**config.mk**
```make
export PLATFORM = sky130hd
export DESIGN_NAME = div_unit_flat
export DESIGN_NICKNAME = d
export VERILOG_FILES = /design/src/rtl/div_unit_if.sv /design/src/rtl/div_unit.sv /design/src/flat_wrapper.sv
export SDC_FILE = /design/constraint.sdc
export NUM_CORES = 1
export LEC_CHECK = 0
export ABC_AREA = 1
export BUFFER_PORTS_ARGS = -buffer_cell sky130_fd_sc_hd__buf_2
export CORE_MARGIN = 1.5
export CORE_UTILIZATION = 25
export CTS_BUF_LIST = sky130_fd_sc_hd__clkbuf_8
export DETAILED_ROUTE_END_ITERATION = 8
export PLACE_DENSITY = 0.4
export SYNTH_ARGS = -nofsm -noshare
export SYNTH_HDL_FRONTEND = slang
export SYNTH_SLANG_ARGS = --single-unit
```
**constraint.sdc**
```tcl
create_clock -name Clk -period 2.6 [get_ports Clk]
set_input_delay 0 -clock Clk [delete_from_list [all_inputs] [get_ports Clk]]
set_output_delay 0 -clock Clk [all_outputs]
set_load 0.02 [all_outputs]
```
**src/rtl/div_unit_if.sv**
```systemverilog
// rtl/div_unit_if.sv - Start/Busy/Done handshake and operand/result bundle for div_unit
interface div_unit_if #(parameter int WIDTH = 32);
    logic             Start;
    logic             Signed;
    logic [WIDTH-1:0] A;
    logic [WIDTH-1:0] B;
    logic [WIDTH-1:0] Hi;
    logic [WIDTH-1:0] Lo;
    logic             Busy;
    logic             Done;
    logic             DivZero;

    modport master (
        output Start, Signed, A, B,
        input  Hi, Lo, Busy, Done, DivZero
    );

    modport slave (
        input  Start, Signed, A, B,
        output Hi, Lo, Busy, Done, DivZero
    );
endinterface

```
**src/rtl/div_unit.sv**
```systemverilog
// rtl/div_unit.sv - multicycle restoring divider for DIV/DIVU, Hi=remainder, Lo=quotient
module div_unit #(
    parameter int WIDTH = 32
) (
    input  logic        Clk,
    input  logic        Reset,
    div_unit_if.slave   bus
);
    localparam int CNT_W = $clog2(WIDTH);

    typedef enum logic [2:0] {IDLE, PREP, CALC, FIX, DONE} state_t;

    state_t             state;
    logic [WIDTH-1:0]   a_q, b_q;
    logic               sgn_q;
    logic [WIDTH-1:0]   dmag;
    logic [WIDTH-1:0]   rem, quo;
    logic [CNT_W-1:0]   cnt;
    logic               neg_q, neg_r;
    logic [WIDTH-1:0]   hi, lo;
    logic               busy, done, div_zero;

    logic [WIDTH:0]     rem_sh;
    logic [WIDTH:0]     trial;

    // Remainder stays below the divisor, so WIDTH+1 bits hold the shifted value
    // and the sign of trial decides the quotient bit.
    assign rem_sh = {rem, quo[WIDTH-1]};
    assign trial  = rem_sh - {1'b0, dmag};

    always_ff @(posedge Clk or negedge Reset) begin
        if (!Reset) begin
            state    <= IDLE;
            a_q      <= '0;
            b_q      <= '0;
            sgn_q    <= 1'b0;
            dmag     <= '0;
            rem      <= '0;
            quo      <= '0;
            cnt      <= '0;
            neg_q    <= 1'b0;
            neg_r    <= 1'b0;
            hi       <= '0;
            lo       <= '0;
            busy     <= 1'b0;
            done     <= 1'b0;
            div_zero <= 1'b0;
        end else begin
            case (state)
                IDLE: begin
                    if (bus.Start) begin
                        a_q   <= bus.A;
                        b_q   <= bus.B;
                        sgn_q <= bus.Signed;
                        busy  <= 1'b1;
                        state <= PREP;
                    end
                end
                PREP: begin
                    if (b_q == '0) begin
                        done     <= 1'b1;
                        div_zero <= 1'b1;
                        state    <= DONE;
                    end else begin
                        dmag  <= (sgn_q && b_q[WIDTH-1]) ? -b_q : b_q;
                        quo   <= (sgn_q && a_q[WIDTH-1]) ? -a_q : a_q;
                        rem   <= '0;
                        cnt   <= '0;
                        neg_q <= sgn_q & (a_q[WIDTH-1] ^ b_q[WIDTH-1]);
                        neg_r <= sgn_q & a_q[WIDTH-1];
                        state <= CALC;
                    end
                end
                CALC: begin
                    rem <= trial[WIDTH] ? rem_sh[WIDTH-1:0] : trial[WIDTH-1:0];
                    quo <= {quo[WIDTH-2:0], ~trial[WIDTH]};
                    cnt <= cnt + 1'b1;
                    if (cnt == CNT_W'(WIDTH - 1))
                        state <= FIX;
                end
                FIX: begin
                    lo    <= neg_q ? -quo : quo;
                    hi    <= neg_r ? -rem : rem;
                    done  <= 1'b1;
                    state <= DONE;
                end
                DONE: begin
                    done     <= 1'b0;
                    div_zero <= 1'b0;
                    busy     <= 1'b0;
                    state    <= IDLE;
                end
                default: state <= IDLE;
            endcase
        end
    end

    assign bus.Hi      = hi;
    assign bus.Lo      = lo;
    assign bus.Busy    = busy;
    assign bus.Done    = done;
    assign bus.DivZero = div_zero;
endmodule

```
**src/flat_wrapper.sv**
```systemverilog
// flat-port wrapper written by rule: the top's interface ports become plain ports
module div_unit_flat 
#(
    parameter int WIDTH = 32
)
  (Clk, Reset, bus_Start, bus_Signed, bus_A, bus_B, bus_Hi, bus_Lo, bus_Busy, bus_Done, bus_DivZero);
  div_unit_if #(.WIDTH(WIDTH)) bus_i ();
  input  logic Clk;
  input  logic Reset;
  input wire logic [$bits(bus_i.Start)-1:0] bus_Start;
  input wire logic [$bits(bus_i.Signed)-1:0] bus_Signed;
  input wire logic [$bits(bus_i.A)-1:0] bus_A;
  input wire logic [$bits(bus_i.B)-1:0] bus_B;
  output wire logic [$bits(bus_i.Hi)-1:0] bus_Hi;
  output wire logic [$bits(bus_i.Lo)-1:0] bus_Lo;
  output wire logic [$bits(bus_i.Busy)-1:0] bus_Busy;
  output wire logic [$bits(bus_i.Done)-1:0] bus_Done;
  output wire logic [$bits(bus_i.DivZero)-1:0] bus_DivZero;
  assign bus_i.Start = bus_Start;
  assign bus_i.Signed = bus_Signed;
  assign bus_i.A = bus_A;
  assign bus_i.B = bus_B;
  assign bus_Hi = bus_i.Hi;
  assign bus_Lo = bus_i.Lo;
  assign bus_Busy = bus_i.Busy;
  assign bus_Done = bus_i.Done;
  assign bus_DivZero = bus_i.DivZero;
  div_unit #(.WIDTH(WIDTH)) u_core (.Clk(Clk), .Reset(Reset), .bus(bus_i));
endmodule
```
# --- Yosys cells after proc, flatten, opt, wreduce, memory -nomap -nowiden ---
# Index checks and enable logic that the tools add are counted.
totals:
  ff_bits: 238
  in_bits: 68
  out_inout_bits: 67
  elab_cells: 70
op_classes:
  add_sub_neg: 6
  n_eq_ne: 9
  n_mux: 20
  bitwise_logic: 5
  reduce_logical: 15
ops:
  columns: ["op", "count"]
  rows:
  - ["2-to-1 mux 32 bit", 7]
  - ["negation 32 bit", 4]
  - ["one-hot mux 32 bit (2 select lines)", 2]
  - ["subtractor 33 x 32 -> 33 bit", 1]
  - ["zero test 32 bit", 1]
  - ["AND reduction 2 bit", 7]
  - ["one-hot mux 3 bit (4 select lines)", 1]
  - ["one-hot mux 5 bit (2 select lines)", 1]
  - ["2-to-1 mux 3 bit", 3]
  - ["equality test 3 x 2 -> 1 bit, second input constant", 2]
  - ["nonzero test 2 bit", 3]
  - ["adder 5 x 1 -> 5 bit, second input constant", 1]
  - ["equality test 5 bit, second input constant", 1]
  - ["2-to-1 mux 5 bit", 1]
  - ["!= test 2 x 1 -> 1 bit, second input constant", 2]
  - ["!= test 2 bit, second input constant", 2]
  - ["one-hot mux 1 bit (2 select lines)", 2]
  - ["equality test 3 x 1 -> 1 bit, second input constant", 1]
  - ["equality test 3 bit, second input constant", 1]
  - ["zero test 3 bit", 1]
  - ["one-hot mux 1 bit (3 select lines)", 1]
  - ["nonzero test 3 bit", 1]
  - ["AND 1 bit", 2]
  - ["logical AND 1 bit", 2]
  - ["other kinds (3)", 5]

# --- Depth between registers and ports, before layout ---
# Gate-level depths: netlist (run 1).
logic_depth:
  ltp_word: 4
  depth_mapped: 18
  depth_no_buf: 17

# --- Worst setup path before layout (run 1) ---
# No wires, ideal clock.
synth_timing:
  kind: "flip-flop to flip-flop"
  from: "register u_core.quo[31]"
  to: "register u_core.rem[24]"
  setup_ns: 0.118
  arrival_ns: 2.119
  t_required_ns: 2.482
  slack_ns: 0.363
  path_stages_with_launch: 19
  n_path_buf: 1
  synth_period_minus_slack_ns: 2.237
  cell_sequence: "dfrtp_1 -> inv_1 -> ha_1 -> fa_1 -> inv_1 -> nand2_1 -> nand2_1 -> nand3_1 -> nand2_2 -> nand2_2 -> nand2_2 -> nand2_4 -> nand2_4 -> nand2_4 -> nand2_2 -> buf_6 -> nand2_1 -> nand3_1 -> nand2_1"
synth_between:
  elab_chain_cells: 3
synth_rtl:
  columns: ["item", "line_no", "text"]
  rows:
  - ["from (decl)", "div_unit.sv:17", "logic [WIDTH-1:0] rem, quo;"]
  - ["from (signal assigned)", "div_unit.sv:66", "quo <= (sgn_q && a_q[WIDTH-1]) ? -a_q : a_q;"]
  - ["from (signal assigned)", "div_unit.sv:76", "quo <= {quo[WIDTH-2:0], ~trial[WIDTH]};"]
  - ["subtractor 33 x 32 -> 33 bit", "div_unit.sv:29", "assign trial = rem_sh - {1'b0, dmag};"]
  - ["2-to-1 mux 32 bit", "div_unit.sv:75", "rem <= trial[WIDTH] ? rem_sh[WIDTH-1:0] : trial[WIDTH-1:0];"]
  - ["one-hot mux 32 bit (2 select lines)", "div_unit.sv:49", "case (state)"]
  - ["to (signal assigned)", "div_unit.sv:75", null]
  - ["to (decl)", "div_unit.sv:17", null]
# No other way between the ends.
# A chain may end at the register's enable or synchronous reset.

# --- Worst setup path after layout (run 1) ---
layout_timing:
  from: "register u_core.rem[14]"
  to: "register u_core.rem[29]"
layout_between:
  elab_chain_cells: 3
layout_rtl:
  columns: ["item", "line_no"]
  rows:
  - ["subtractor 33 x 32 -> 33 bit", "div_unit.sv:29"]
  - ["2-to-1 mux 32 bit", "div_unit.sv:75"]
  - ["one-hot mux 32 bit (2 select lines)", "div_unit.sv:49"]
# No other way between the ends.

==> metrics.csv, run 1 <==
stage,metric,value,unit
run_status,status,finished clean,
global_routing,number of global-route vias before repair,14900,
routing,post-route ant nets,0,
clock_tree,TritonCTS Buffers,49,
clock_tree,H-tree levels,2,
clock_tree,CTS Buffer Depth,3,
routing,WL final,56700,um
setup_path,worst path cell trace,ha_1 -> nand2_1 -> inv_1 -> nand2_1 -> inv_1 -> a21oi_2 -> nand2_2 -> nand2_4 -> nand2_4 -> nand2_4 -> buf_4 -> nand3_1 -> nand3_1 -> nand2_1,
power,clock share of power,0.150,
sta,# setup viols final,0,
global_routing,largest net degree at the start of global routing,82,
sta,Worst Tran Pin Value,0.773,ns
clock_tree,CTS root buffer,clkbuf_8,
setup_path,worst r2r path cells,14,
clock_tree,Post-CTS Setup Repair Bufs,0,
setup_path,largest fanout on the critical path,15,
setup_path,CP bufs+invs,3,
clock_tree,CTS tree,yes,
yosys,Syn Nets,2396,
setup_path,CP startpoint,u_core.rem[14],
sta,Final Cycle Share,0.934,
setup_path,Critical Path RT,3.11,ns
sta,"Slew Viols, Final",0,
power,Sw Pwr,14.4,mW
yosys,Post-synth EDFFs,0,
placement,Final Wtd Congestion,0.915,
routing,Pre-antenna DRT Iters,5,
setup_path,critical path's slowest cell,dfrtp_1,
power,Pwr Density,1430,nW/um^2
sta,setup_tns,0,ns
setup_path,WP depth,14,
die,die height,253,um
power,switch share,0.520,
sta,fmax,412,MHz
routing,First DRT Iteration DRCs,1026,
yosys,Yosys reg bits,238,
sta,RSZ-0062 raised after global routing,false,
cells_and_area,Synth-to-Final Area Change,24.3,%
power,leak pwr,9.95,nW
setup_path,startpoint types,flop,
placement,number of I/O port buffers,134,
hold_path,hold path start,bus_B[10],
clock_tree,clock latency on the worst-skew pair,0.65,ns
hold_path,hold path depth,3,
yosys,Mapped Area,15600,sq um
routing,DRC Markers,0,
yosys,Post-synth top cells,"nand2_1, inv_1, dfrtp_1",
placement,Final HPWL DP,44300,um
sta,relative slew slack,0.484,
sta,Hold WS,0.120,ns
die,starting density of the core,0.253,
global_routing,gr usage total,0.179,
power,maximum VDD drop,490,uV
hold_path,min-delay worst type,in -> reg,
die,# IOs,135,
die,Die X,253,um
yosys,Yosys top cell area share,0.382,
setup_path,Arrival @ worst endpoint,2.94,ns
routing,Vias/cell,4.46,
yosys,Unique masters post-synth,48,
yosys,post-synthesis instance total,2289,
yosys,Post-synth ARST share,1.00,
setup_path,worst r2r src,u_core.rem[14],
power,Int Pwr,13.3,mW
global_routing,grt total ovfl,0,
setup_path,Worst Setup Path Type,reg -> reg,
yosys,post-synth top area cell,dfrtp_1,
global_routing,initial antenna violation count,2,
yosys,Post-synth top flop,dfrtp_1,
power,Logic pwr share,0.595,
power,Pwr Total,27.7,mW
power,Seq pwr share,0.255,
yosys,Post-Syn Area per Cell,6.81,sq um
routing,via count,15200,
routing,DR WL/cell,16.6,um
die,total core area,61700,sq um
sta,clock skew,0.0483,ns
yosys,"count leader, synth",nand2_1,
die,Site Rows,91,
sta,final hold violations,0,
cells_and_area,Final Net Count,2642,
run,max cap viols,0,
clock_tree,CTS Sinks,238,
yosys,ranking of synthesized cells by area,"dfrtp_1, nand2_1, nand3_1",
die,Die ar.,63900,sq um
sta,post-layout minimum cycle time,2.43,ns
clock_tree,register clock-pin slew on the reported worst setup and hold paths,0.06,ns
yosys,Syn. warnings,0,
setup_path,max incr delay on CP,0.50,ns
cells_and_area,share of cells above drive strength 1,0.131,
yosys,"Seq/Total Area, Yosys",0.382,
setup_path,"delay-heaviest family, CP",simple AND/OR/NAND/NOR gates,
setup_path,Critical Path Sink Type,flop,
global_routing,first-pass GRT wire length,88000,um
## worst paths after layout
check,to,slack (ns)
setup / recovery,u_core.rem[29],0.17
hold / removal,u_core.b_q[10],0.12
min in group asynchronous,u_core.rem[4],0.52
hold reg to reg,u_core.bus.Lo[0],0.48
max in group asynchronous,u_core.rem[3],0.63
setup reg to reg,u_core.rem[29],0.17
## final cells by class
class	instances	area, sq um
fillers	6992	42300
multi-input cells	1671	8220
flip-flops and latches	238	5960
repair buffers	266	1950
inverters	309	1160
well taps	837	1050
clock buffers	61	840
clock inverters	29	199
diodes	1	2.50
## metrics by stage
step | setup slack (ns) | std cells | util | instance area, sq um
floorplan | 0.363 | 2289 | - | 15600
global placement | 0.101 | 3252 | 0.285 | 17600
detailed placement | 0.0968 | 3252 | 0.285 | 17600
CTS | 0.0667 | 3411 | 0.313 | 19300
global route | 0.00660 | 3412 | 0.314 | 19400
finish | 0.172 | 3412 | 0.314 | 19400
## flip-flops by register name, summed over array words and instances, names as in the netlist
register,count
u_core.bus.Done,1
u_core.bus.Lo,32
u_core.a_q,32
u_core.neg_q,1
u_core.bus.Hi,32
u_core.quo,32
u_core.state,3
u_core.neg_r,1
u_core.rem,32
u_core.dmag,32
u_core.bus.Busy,1
u_core.bus.DivZero,1
u_core.sgn_q,1
u_core.b_q,32
u_core.cnt,5
## cell usage in the layout, fill, tap and decap left out, types with 18 or more instances in the layout
| cell | count |
|---|---|
| a31oi_1 | 18 |
| dlygate4sd3_1 | 69 |
| ha_1 | 35 |
| dfrtp_1 | 237 |
| xor2_1 | 57 |
| clkbuf_8 | 61 |
| nand3_1 | 230 |
| nand4_1 | 29 |
| inv_1 | 314 |
| a21oi_1 | 86 |
| o211ai_1 | 19 |
| buf_4 | 53 |
| nor2_1 | 233 |
| buf_2 | 133 |
| nor3_1 | 27 |
| o21ai_0 | 87 |
| nand2_1 | 723 |
## worst register-to-register path, cell delays in order (launching register included)
cell	delay [ns]
dfrtp_1	0.50
ha_1	0.42
nand2_1	0.11
inv_1	0.05
nand2_1	0.14
inv_1	0.09
a21oi_2	0.18
nand2_2	0.10
nand2_4	0.10
nand2_4	0.07
nand2_4	0.08
buf_4	0.21
nand3_1	0.13
nand3_1	0.10
nand2_1	0.05
## cells by family (layout without fill, tap and decap cells)
family | after synthesis | count (layout) | synth area share
and+or+nand+nor | 1303 | 1303 | 0.354
other | 0 | 1 | 0
DFF | 238 | 238 | 0.382
buffers and inverters | 380 | 665 | 0.0951
adders and majority gates | 39 | 39 | 0.0318
AOI/OAI and AO/OA | 246 | 246 | 0.0875
muxes | 15 | 15 | 0.0108
xor gates and xnor gates | 68 | 68 | 0.0382
## power groups by stage
stage,logic [mW],registers [mW],clock network (mW)
6_report,16.5,7.07,4.15
4_1_cts,16.6,7.07,4.31
3_3_place_gp,16.4,7.10,0
3_5_place_dp,16.4,7.12,0
5_1_grt,18.6,7.30,4.48
2_1_floorplan,10.6,7.10,0
## routing by layer
| layer | up-vias | track usage | part of all wire |
|---|---|---|---|
| met4 | 0 | 0.0455 | 0.020 |
| met2 | 289 | 0.284 | 0.45 |
| li1 | 7783 | - | - |
| met1 | 7093 | 0.253 | 0.49 |
| met3 | 65 | 0.0269 | 0.038 |
| met5 | - | 0 | 0 |
## timing repair
| item | CTS | global route |
|---|---|---|
| hold endpoints to repair | 304 | 0 |
| gates resized for setup | 0 | 12 |
| endpoints found under the setup margin | 0 | 33 |
| hold buffers | 69 | 0 |
Note: power is estimated with default switching activity, not from simulation.
==> run 2, diff against run 1 <==
--- a/config.mk
+++ b/config.mk
@@ -8,10 +8,10 @@
 export ABC_AREA = 1
 export BUFFER_PORTS_ARGS = -buffer_cell sky130_fd_sc_hd__buf_2
 export CORE_MARGIN = 1.5
-export CORE_UTILIZATION = 25
+export CORE_UTILIZATION = 42
 export CTS_BUF_LIST = sky130_fd_sc_hd__clkbuf_8
 export DETAILED_ROUTE_END_ITERATION = 8
-export PLACE_DENSITY = 0.4
+export PLACE_DENSITY = 0.6
 export SYNTH_ARGS = -nofsm -noshare
 export SYNTH_HDL_FRONTEND = slang
 export SYNTH_SLANG_ARGS = --single-unit
==> run 2 against run 1 <==
The flow now finishes with violations (hold timing). Utilization rose by 19 points. Clock power fell by 14%. Global-route usage rose by 8.5 points. Largest cell class unchanged. Largest power group unchanged. Highest routed layer unchanged.
==> metrics.csv, run 2 (same netlist as run 1, synthesis figures left out) <==
stage,metric,value,unit
setup_path,Worst Setup Path Type,reg -> reg,
power,Pwr Density,1430,nW/um^2
clock_tree,register clock-pin slew on the reported worst setup and hold paths,0.07,ns
clock_tree,Post-CTS Setup Repair Bufs,0,
power,Seq pwr share,0.265,
die,Die ar.,38300,sq um
setup_path,critical path's slowest cell,dfrtp_1,
sta,setup_tns,0,ns
sta,Hold WS,-0.00120,ns
die,Die X,196,um
setup_path,Reg2Reg Setup Slack,0.19,ns
cells_and_area,register area,5960,sq um
power,clock share of power,0.135,
routing,Pre-antenna DRT Iters,5,
setup_path,Critical Path Sink Type,flop,
global_routing,Global Route met3 Usage,0.0375,
setup_path,cell mode on critical path,nand2_1,
cells_and_area,final instance area,18600,sq um
clock_tree,CTS tree,yes,
cells_and_area,fin util,0.507,
power,Pwr Total,26.5,mW
placement,worst slack at placement,0.181,ns
power,maximum VDD drop,603,uV
global_routing,largest net degree at the start of global routing,117,
sta,# setup viols final,0,
setup_path,Arrival @ worst endpoint,2.88,ns
sta,PnR worst setup slack,0.192,ns
setup_path,largest fanout on the critical path,17,
power,Int Pwr,12.7,mW
setup_path,"delay-heaviest family, CP",simple AND/OR/NAND/NOR gates,
setup_path,worst r2r path cells,14,
placement,Final Wtd Congestion,0.948,
sta,relative slew slack,0.479,
routing,Vias/cell,5.08,
placement,placed cell area,17000,sq um
setup_path,Critical Path RT,3.07,ns
routing,DR WL/cell,16.5,um
global_routing,GR Layer Usage met1,0.372,
global_routing,initial antenna violation count,1,
placement,number of I/O port buffers,134,
cells_and_area,Synth-to-Final Area Change,19.2,%
global_routing,grt total ovfl,0,
run_status,status,"finished, violations left",
cells_and_area,share of cells above drive strength 1,0.122,
setup_path,max incr delay on CP,0.36,ns
global_routing,number of global-route vias before repair,14700,
sta,Worst Tran Pin Value,0.781,ns
global_routing,busiest grt layer,met2,
die,die height,196,um
die,Site Rows,70,
clock_tree,TritonCTS Buffers,43,
clock_tree,CTS Buffer Depth,3,
setup_path,startpoint types,flop,
cells_and_area,multi-input logic area,8180,sq um
routing,DRC Markers,0,
setup_path,worst path cell trace,inv_1 -> ha_1 -> nand2_1 -> inv_1 -> nand2_1 -> inv_1 -> a21oi_2 -> nand2_2 -> nand2_4 -> nand3_4 -> nand2_4 -> nand2_1 -> nand3_1 -> nand2_1,
power,leak pwr,9.80,nW
cells_and_area,ANT cells,0,
cells_and_area,most frequent cells in the layout,"nand2_1, inv_1, dfrtp_1, nor2_1, nand3_1",
routing,via count,15300,
hold_path,min-delay worst type,in -> async,
clock_tree,clock latency on the worst-skew pair,0.62,ns
global_routing,gr usage total,0.264,
setup_path,worst r2r src,u_core.dmag[12],
setup_path,CP bufs+invs,3,
global_routing,first-pass GRT wire length,79400,um
run,max cap viols,0,
sta,fmax,415,MHz
die,# IOs,135,
sta,Final Cycle Share,0.926,
global_routing,GRT met2 Usage,0.410,
sta,"Slew Viols, Final",0,
sta,clock skew,0.0333,ns
cells_and_area,"commonest non-fill, non-tap cell in the layout",nand2_1,
routing,First DRT Iteration DRCs,1134,
cells_and_area,Final Net Count,2627,
clock_tree,H-tree levels,2,
cells_and_area,# fillers,3749,
sta,post-layout minimum cycle time,2.41,ns
clock_tree,CTS Sinks,238,
die,total core area,36600,sq um
power,Sw Pwr,13.8,mW
run_status,failing checks,hold timing,
routing,WL final,49900,um
power,switch share,0.520,
power,Logic pwr share,0.599,
routing,post-route ant nets,0,
setup_path,reg2reg end,u_core.rem[16],
sta,final hold violations,1,
die,starting density of the core,0.426,
placement,Final HPWL DP,38500,um
sta,RSZ-0062 raised after global routing,false,
clock_tree,CTS root buffer,clkbuf_8,
==> run 2: changes by cell type in the layout (fill, tap and decap cells not counted), moves of 3 or more <==
cell and change:
clkbuf_8 -9, buf_12 -3, clkinv_2 -3, ha_1 +3
==> run 2: through the flow <==
step | instances | hold slack [ns]
floorplan | 2289 | -0.296
global placement | 2876 | 0.0949
detailed placement | 2876 | 0.0957
CTS | 3019 | 0.0458
global route | 3019 | 0.0632
finish | 3019 | -0.00120
==> run 2: per-layer routing <==
layer / wire [um] / vias up
li1: - / 7749
met1: 23500 / 7068
met2: 21900 / 433
met3: 2810 / 80
met4: 1790 / 0
met5: 0 / -
==> run 2: worst max path at each step <==
stage,start,to,slack (ns),cells after the start
after floorplan,u_core.quo[31],u_core.rem[24],0.36,18
after detailed placement,u_core.quo[31],u_core.rem[31],0.18,17
final,u_core.dmag[12],u_core.rem[16],0.19,14
after global routing,u_core.rem[0],u_core.bus.Hi[14],0.001,10
after CTS,u_core.quo[31],u_core.rem[21],0.15,17
after global placement,u_core.quo[31],u_core.rem[23],0.25,17
==> run 2: final cells by class <==
class	count	area share
clock buffers	52	0.0385
clock inverters	24	0.00768
repair buffers	257	0.0987
well taps	468	0.0315
flip-flops and latches	238	0.321
multi-input cells	1671	0.440
inverters	309	0.0624
==> run 2: repair_timing <==
action / in CTS / in global routing
gates resized for setup: 0 / 2
endpoints found under the hold margin: 250 / 0
hold buffers: 67 / 0
setup endpoints to repair: 0 / 9
==> run 2: worst register-to-register path, stage by stage, from the launching register on <==
cell and delay, ns:
dfrtp_1 0.36, inv_1 0.14, ha_1 0.34, nand2_1 0.10
inv_1 0.07, nand2_1 0.14, inv_1 0.09, a21oi_2 0.18
nand2_2 0.10, nand2_4 0.10, nand3_4 0.18, nand2_4 0.25
nand2_1 0.08, nand3_1 0.07, nand2_1 0.06
==> run 2: power groups by stage <==
stage / clock network [mW] / registers (mW) / logic [mW]
floorplan: 0 / 7.10 / 10.6
global placement: 0 / 7.00 / 15.5
detailed placement: 0 / 7.04 / 15.7
CTS: 3.67 / 6.99 / 15.8
global route: 3.83 / 7.23 / 17.9
finish: 3.58 / 7.03 / 15.9
